`src/rtl/mel_pkg.sv`:
```
// rtl/mel_pkg.sv - shared parameters and sequencer state type for the mel filterbank
package mel_pkg;
  localparam int MEL_BINS   = 40;
  localparam int MAX_COEFFS = 12;
  localparam int COEFF_W    = 16;
  localparam int BIN_W      = 7;
  localparam int PWR_W      = 32;
  localparam int ACC_W      = 52;

  localparam int MEL_IDX_W = $clog2(MEL_BINS);
  localparam int CIDX_W    = $clog2(MAX_COEFFS);
  localparam int PROD_W    = PWR_W + COEFF_W;

  typedef enum logic [2:0] {
    S_IDLE,
    S_ISSUE,
    S_DRAIN,
    S_OUT,
    S_FIN
  } melfb_state_t;
endpackage

```
`src/rtl/mel_mac.sv`:
```
// rtl/mel_mac.sv - weight pipe register and weight x power accumulator
module mel_mac
  import mel_pkg::*;
(
  input  logic               clk,
  input  logic               rst_n,
  input  logic               clear,
  input  logic               rd_en,
  input  logic [COEFF_W-1:0] weight_in,
  input  logic [PWR_W-1:0]   spec_data,
  output logic [ACC_W-1:0]   acc
);
  logic [COEFF_W-1:0] w_pipe;
  logic               rd_d1;
  logic [PROD_W-1:0]  prod;

  // Weight is held one cycle so it lines up with the buffer's read latency.
  assign prod = {{PWR_W{1'b0}}, w_pipe} * {{COEFF_W{1'b0}}, spec_data};

  always_ff @(posedge clk or negedge rst_n) begin
    if (!rst_n) begin
      w_pipe <= '0;
      rd_d1  <= 1'b0;
      acc    <= '0;
    end else begin
      rd_d1 <= rd_en;
      if (rd_en)
        w_pipe <= weight_in;
      if (clear)
        acc <= '0;
      else if (rd_d1)
        acc <= acc + {{(ACC_W-PROD_W){1'b0}}, prod};
    end
  end
endmodule

```
`src/rtl/mel_filterbank_seq.sv`:
```
// rtl/mel_filterbank_seq.sv - walks all mel filters per frame and streams one energy per filter
// Optional stall_cnt output when MELFB_STALL_CNT_EN is defined.
module mel_filterbank_seq
  import mel_pkg::*;
(
  input  logic                 clk,
  input  logic                 rst_n,
  input  logic                 start,
  output logic                 busy,
  output logic                 done,
  output logic [MEL_IDX_W-1:0] mel_idx,
  output logic [CIDX_W-1:0]    coeff_idx,
  input  logic [COEFF_W-1:0]   weight_in,
  input  logic [BIN_W-1:0]     start_bin_in,
  input  logic [BIN_W-1:0]     end_bin_in,
  output logic                 spec_rd_en,
  output logic [BIN_W-1:0]     spec_addr,
  input  logic [PWR_W-1:0]     spec_data,
  output logic                 mel_valid,
  input  logic                 mel_ready,
  output logic [ACC_W-1:0]     mel_data,
  output logic [MEL_IDX_W-1:0] mel_num
`ifdef MELFB_STALL_CNT_EN
  ,
  output logic [31:0]          stall_cnt
`endif
);
  localparam logic [BIN_W:0] SPAN_MAX = (BIN_W+1)'(MAX_COEFFS);

  melfb_state_t         state, state_nxt;
  logic [MEL_IDX_W-1:0] m;
  logic [CIDX_W-1:0]    k, n;
  logic [BIN_W:0]       span;
  logic                 start_acc, out_hs, last_mel, last_issue, rd_en;
  logic [ACC_W-1:0]     acc;

  // Weight count for the current filter; inverted ranges mean an empty filter.
  assign span = {1'b0, end_bin_in} - {1'b0, start_bin_in} + (BIN_W+1)'(1);

  always_comb begin
    n = '0;
    if (end_bin_in < start_bin_in)
      n = '0;
    else if (span > SPAN_MAX)
      n = CIDX_W'(MAX_COEFFS);
    else
      n = span[CIDX_W-1:0];
  end

  assign start_acc  = (state == S_IDLE) && start;
  assign out_hs     = (state == S_OUT) && mel_ready;
  assign last_mel   = (m == MEL_IDX_W'(MEL_BINS - 1));
  assign rd_en      = (state == S_ISSUE) && (k < n);
  assign last_issue = (n == '0) || (k == n - CIDX_W'(1));

  always_ff @(posedge clk or negedge rst_n) begin
    if (!rst_n) begin
      state <= S_IDLE;
      m     <= '0;
      k     <= '0;
    end else begin
      state <= state_nxt;
      if (start_acc || state == S_FIN)
        m <= '0;
      else if (out_hs && !last_mel)
        m <= m + 1'b1;
      if (start_acc || out_hs)
        k <= '0;
      else if (rd_en)
        k <= k + 1'b1;
    end
  end

  always_comb begin
    state_nxt = state;
    case (state)
      S_IDLE:  if (start) state_nxt = S_ISSUE;
      S_ISSUE: if (last_issue) state_nxt = S_DRAIN;
      S_DRAIN: state_nxt = S_OUT;
      S_OUT:   if (mel_ready) state_nxt = last_mel ? S_FIN : S_ISSUE;
      S_FIN:   state_nxt = S_IDLE;
      default: state_nxt = S_IDLE;
    endcase
  end

  always_comb begin
    busy       = (state == S_ISSUE) || (state == S_DRAIN) || (state == S_OUT);
    done       = (state == S_FIN);
    mel_valid  = (state == S_OUT);
    mel_data   = (state == S_OUT) ? acc : '0;
    mel_num    = m;
    mel_idx    = m;
    spec_rd_en = rd_en;
    coeff_idx  = rd_en ? k : '0;
    spec_addr  = rd_en ? (start_bin_in + BIN_W'(k)) : '0;
  end

  mel_mac u_mac (
    .clk       (clk),
    .rst_n     (rst_n),
    .clear     (start_acc || out_hs),
    .rd_en     (rd_en),
    .weight_in (weight_in),
    .spec_data (spec_data),
    .acc       (acc)
  );

`ifdef MELFB_STALL_CNT_EN
  always_ff @(posedge clk or negedge rst_n) begin
    if (!rst_n)
      stall_cnt <= '0;
    else if (start_acc)
      stall_cnt <= '0;
    else if (mel_valid && !mel_ready && stall_cnt != 32'hFFFF_FFFF)
      stall_cnt <= stall_cnt + 32'd1;
  end
`endif
endmodule

```
`config.mk`:
```
export PLATFORM = sky130hd
export DESIGN_NAME = mel_filterbank_seq
export DESIGN_NICKNAME = d
export VERILOG_FILES = /design/src/rtl/mel_pkg.sv /design/src/rtl/mel_mac.sv /design/src/rtl/mel_filterbank_seq.sv
export SDC_FILE = /design/constraint.sdc
export NUM_CORES = 2
export LEC_CHECK = 0
export ABC_CLOCK_PERIOD_IN_PS = 7300
export BUFFER_PORTS_ARGS = -buffer_cell sky130_fd_sc_hd__buf_2
export CAP_MARGIN = 40
export CORE_MARGIN = 5
export CORE_UTILIZATION = 45
export DETAILED_ROUTE_END_ITERATION = 7
export GPL_TIMING_DRIVEN = 0
export PLACE_DENSITY_LB_ADDON = 0.3
export SYNTH_ARGS = -nofsm -noshare
export SYNTH_HDL_FRONTEND = slang
export SYNTH_SLANG_ARGS = --single-unit
```
`constraint.sdc`:
```
create_clock -name clk -period 7.3 [get_ports clk]
set_clock_uncertainty 0.15 [all_clocks]
set_input_delay 1.46 -clock clk [delete_from_list [all_inputs] [get_ports clk]]
set_output_delay 1.46 -clock clk [all_outputs]
set_load 0.005 [all_outputs]
```
==> flow_summary.toml <==
[finish]
fin_nets = 3558
seqCellArea_um2 = 2050
multi_input_area_um2 = 18400
finalInstanceArea_um2 = 26200
area_growth_pct = 15.0
drive_above_1_share = 0.128
fill_cells = 4614

[die]
die_w_um = 235
initial_core_util = 0.455
die_y_um = 235
ios = 145
core_um2 = 50200
dieArea_um2 = 55300
core.rowCount = 82

[timing]
grt_setup_unrepaired = "true"
setup_ws_ns = 0.0227
setup_viol = 0
hold_slack_ns = 0.374
fin_tns_setup_ns = 0
maxSlewViolCount = 0
post-route-min-period_ns = 7.28
max_freq_mhz = 137
worst_slew_pin_slew_ns = 0.933
hold_viol = 0
period_share = 0.997
relSlewSlack = 0.378

[route]
antenna_left = 0
avgViaCountPerCell = 5.40
drtIter0Drc = 1834
post_drt_wl_per_cell_um = 21.3
remaining_drc_errors = 0
first_pass_iters = 6
num_vias = 19200
wl_mm = 75.7

[critical_path]
cp-end-kind = "register"
crit_type = "in -> reg"
cp.arrival_ns = 7.39
cp_data_required_time_ns = 7.41
timing.reg2reg.worst_path_depth = 24
crit_fanout = 10
cp-start-kind = "input pin"

[synthesis]
synth_cells = 2675
synth_fp_nets = 3364
synth_area_leaders = "fa_1, inv_1, dfrtp_1"
synth_top_cell_by_area = "fa_1"
synthArstFlopShare = 1.00
synth_area_um2 = 22800
yosysSeqAreaShare = 0.0900
yosys-top-cells-count = "inv_1, fa_1, nand2_1, and2_1, ha_1"
synth_edf_count = 0
avgSynthCellArea_um2 = 8.53
synth_ff_type = "dfrtp_1"
synth-seq-cells = 82
yosysMostFrequentCell = "inv_1"
yosys_warnings = 0
synth.top_cell.area_share = 0.412
synth.distinct_cells = 69

[run]
maxCapViolations = 0

[clocking]
hold_buffers = 0
cts_root_buffer = "clkbuf_16"
clk_latency_ns = 0.38
cts_made_buffers = 9
htree_levels = 3
cts_tree = "done"
clock_sink_count = 82
cts_buffer_depth = 2
clk_pin_slew_worst_paths_ns = 0.08

[min_path]
worstHoldPathType = "reg -> reg"
hold_path_depth = 2

[global_routing]
antenna_found_initial = 4
grt_max_degree = 54
overflow = 0
grt_pass1_wl_mm = 116
grt_pass1_vias = 20000
grtUsageTotal = 0.269

[status]
status = "complete, no violations"

[placement]
placed_cell_area_um2 = 24500
io_buffers = 144
place_ws_ns = -1.40
hpwl_mm = 63.5
gp_congestion = 0.974
==> worst paths after layout <==
| check | startpoint | end | slack (ns) |
|---|---|---|---|
| setup / recovery | spec_data[4] | u_mac.acc[47]$_DFFE_PN0P_ | 0.02 |
| hold / removal | u_mac.acc[15]$_DFFE_PN0P_ | u_mac.acc[15]$_DFFE_PN0P_ | 0.37 |
| setup reg to reg | u_mac.w_pipe[9]$_DFFE_PN0P_ | u_mac.acc[47]$_DFFE_PN0P_ | 0.06 |
| hold reg to reg | u_mac.acc[15]$_DFFE_PN0P_ | u_mac.acc[15]$_DFFE_PN0P_ | 0.37 |
| max in group asynchronous | rst_n | u_mac.w_pipe[5]$_DFFE_PN0P_ | 5.40 |
| min in group asynchronous | rst_n | u_mac.acc[8]$_DFFE_PN0P_ | 0.89 |
==> cell usage in the layout, fill, tap and decap left out, drive strengths merged, types with 4 or more instances in the layout <==
cell     count
inv        645
or3          9
clkbuf     114
nor4         4
nor2b        8
o21bai       8
a211oi      24
a31oi        6
or2          4
a21oi       63
dfrtp       82
nor3        59
nand2      410
mux2i       18
nor2        88
o21a        11
and3        25
and2       225
buf        209
a21o        34
ha         153
diode        4
a211o        5
nand4       10
a2111oi      4
xor2        19
nor3b        5
o211a        5
o31ai        4
nand3       29
fa         470
nand3b       7
o21ai       42
nand2b       5
xnor2       23
o211ai      12
==> what timing repair did <==
| action | in CTS | in global routing |
|---|---|---|
| resized for setup | 150 | 160 |
| setup buffers | 11 | 23 |
| pin swaps | 26 | 65 |
| gates cloned | 0 | 1 |
| endpoints found under the setup margin | 39 | 33 |
==> sequential cells by signal, indices dropped and copies added (netlist names) <==
register,cells
k,4
mel_idx,6
state,3
u_mac.acc,52
u_mac.rd_d1,1
u_mac.w_pipe,16
==> area by class of cell <==
| type | count | area share |
|---|---|---|
| clock buffers | 10 | 0.00873 |
| clock inverters | 6 | 0.00186 |
| well taps | 672 | 0.0321 |
| inverters | 642 | 0.0919 |
| multi-input cells | 1821 | 0.700 |
| flip-flops and latches | 82 | 0.0783 |
| plain buffers | 124 | 0.0379 |
| diodes | 4 | 0.000382 |
| repair buffers | 189 | 0.0487 |
==> worst max-delay path: stages <==
cell       delay, ns
buf_6           0.13
clkbuf_16       0.18
and2_1          0.18
fa_1            0.49
fa_1            0.53
fa_1            0.58
fa_1            0.47
fa_1            0.50
inv_1           0.05
fa_1            0.50
inv_1           0.08
ha_4            0.24
a21o_1          0.20
a2111o_1        0.34
o22a_2          0.24
o211ai_4        0.26
a211oi_2        0.13
o21a_1          0.25
a31o_1          0.23
a221o_1         0.32
==> layer usage <==
layer	vias to the layer above	GRT usage	part of all wire
met5	-	0	0.00057
met4	6	0.0920	0.039
li1	8395	-	-
met2	911	0.440	0.47
met1	9731	0.361	0.40
met3	142	0.0548	0.093
==> metrics by stage <==
| stage | util | cells |
|---|---|---|
| 6_report | 0.523 | 3550 |
| 3_5_place_dp | 0.489 | 3500 |
| 5_1_grt | 0.523 | 3547 |
| 4_1_cts | 0.508 | 3522 |
| 2_1_floorplan | - | 2675 |
| 3_3_place_gp | 0.486 | 3491 |
==> cells by family (layout without fill, tap and decap cells) <==
group,count (synthesis),count (layout),share of synthesized area
XOR/XNOR,42,42,0.0161
buffers and inverters,772,971,0.129
adder cells (fa/ha/maj),623,623,0.496
flip-flops,82,82,0.0900
multiplexers,20,20,0.00889
AND/OR/NAND/NOR,893,893,0.187
other,0,4,0
AO/OA/AOI/OAI,243,243,0.0724
Power is left out: the tool's default activity adds up to more than one toggle a clock period on the data nets, which glitch-free logic cannot reach.
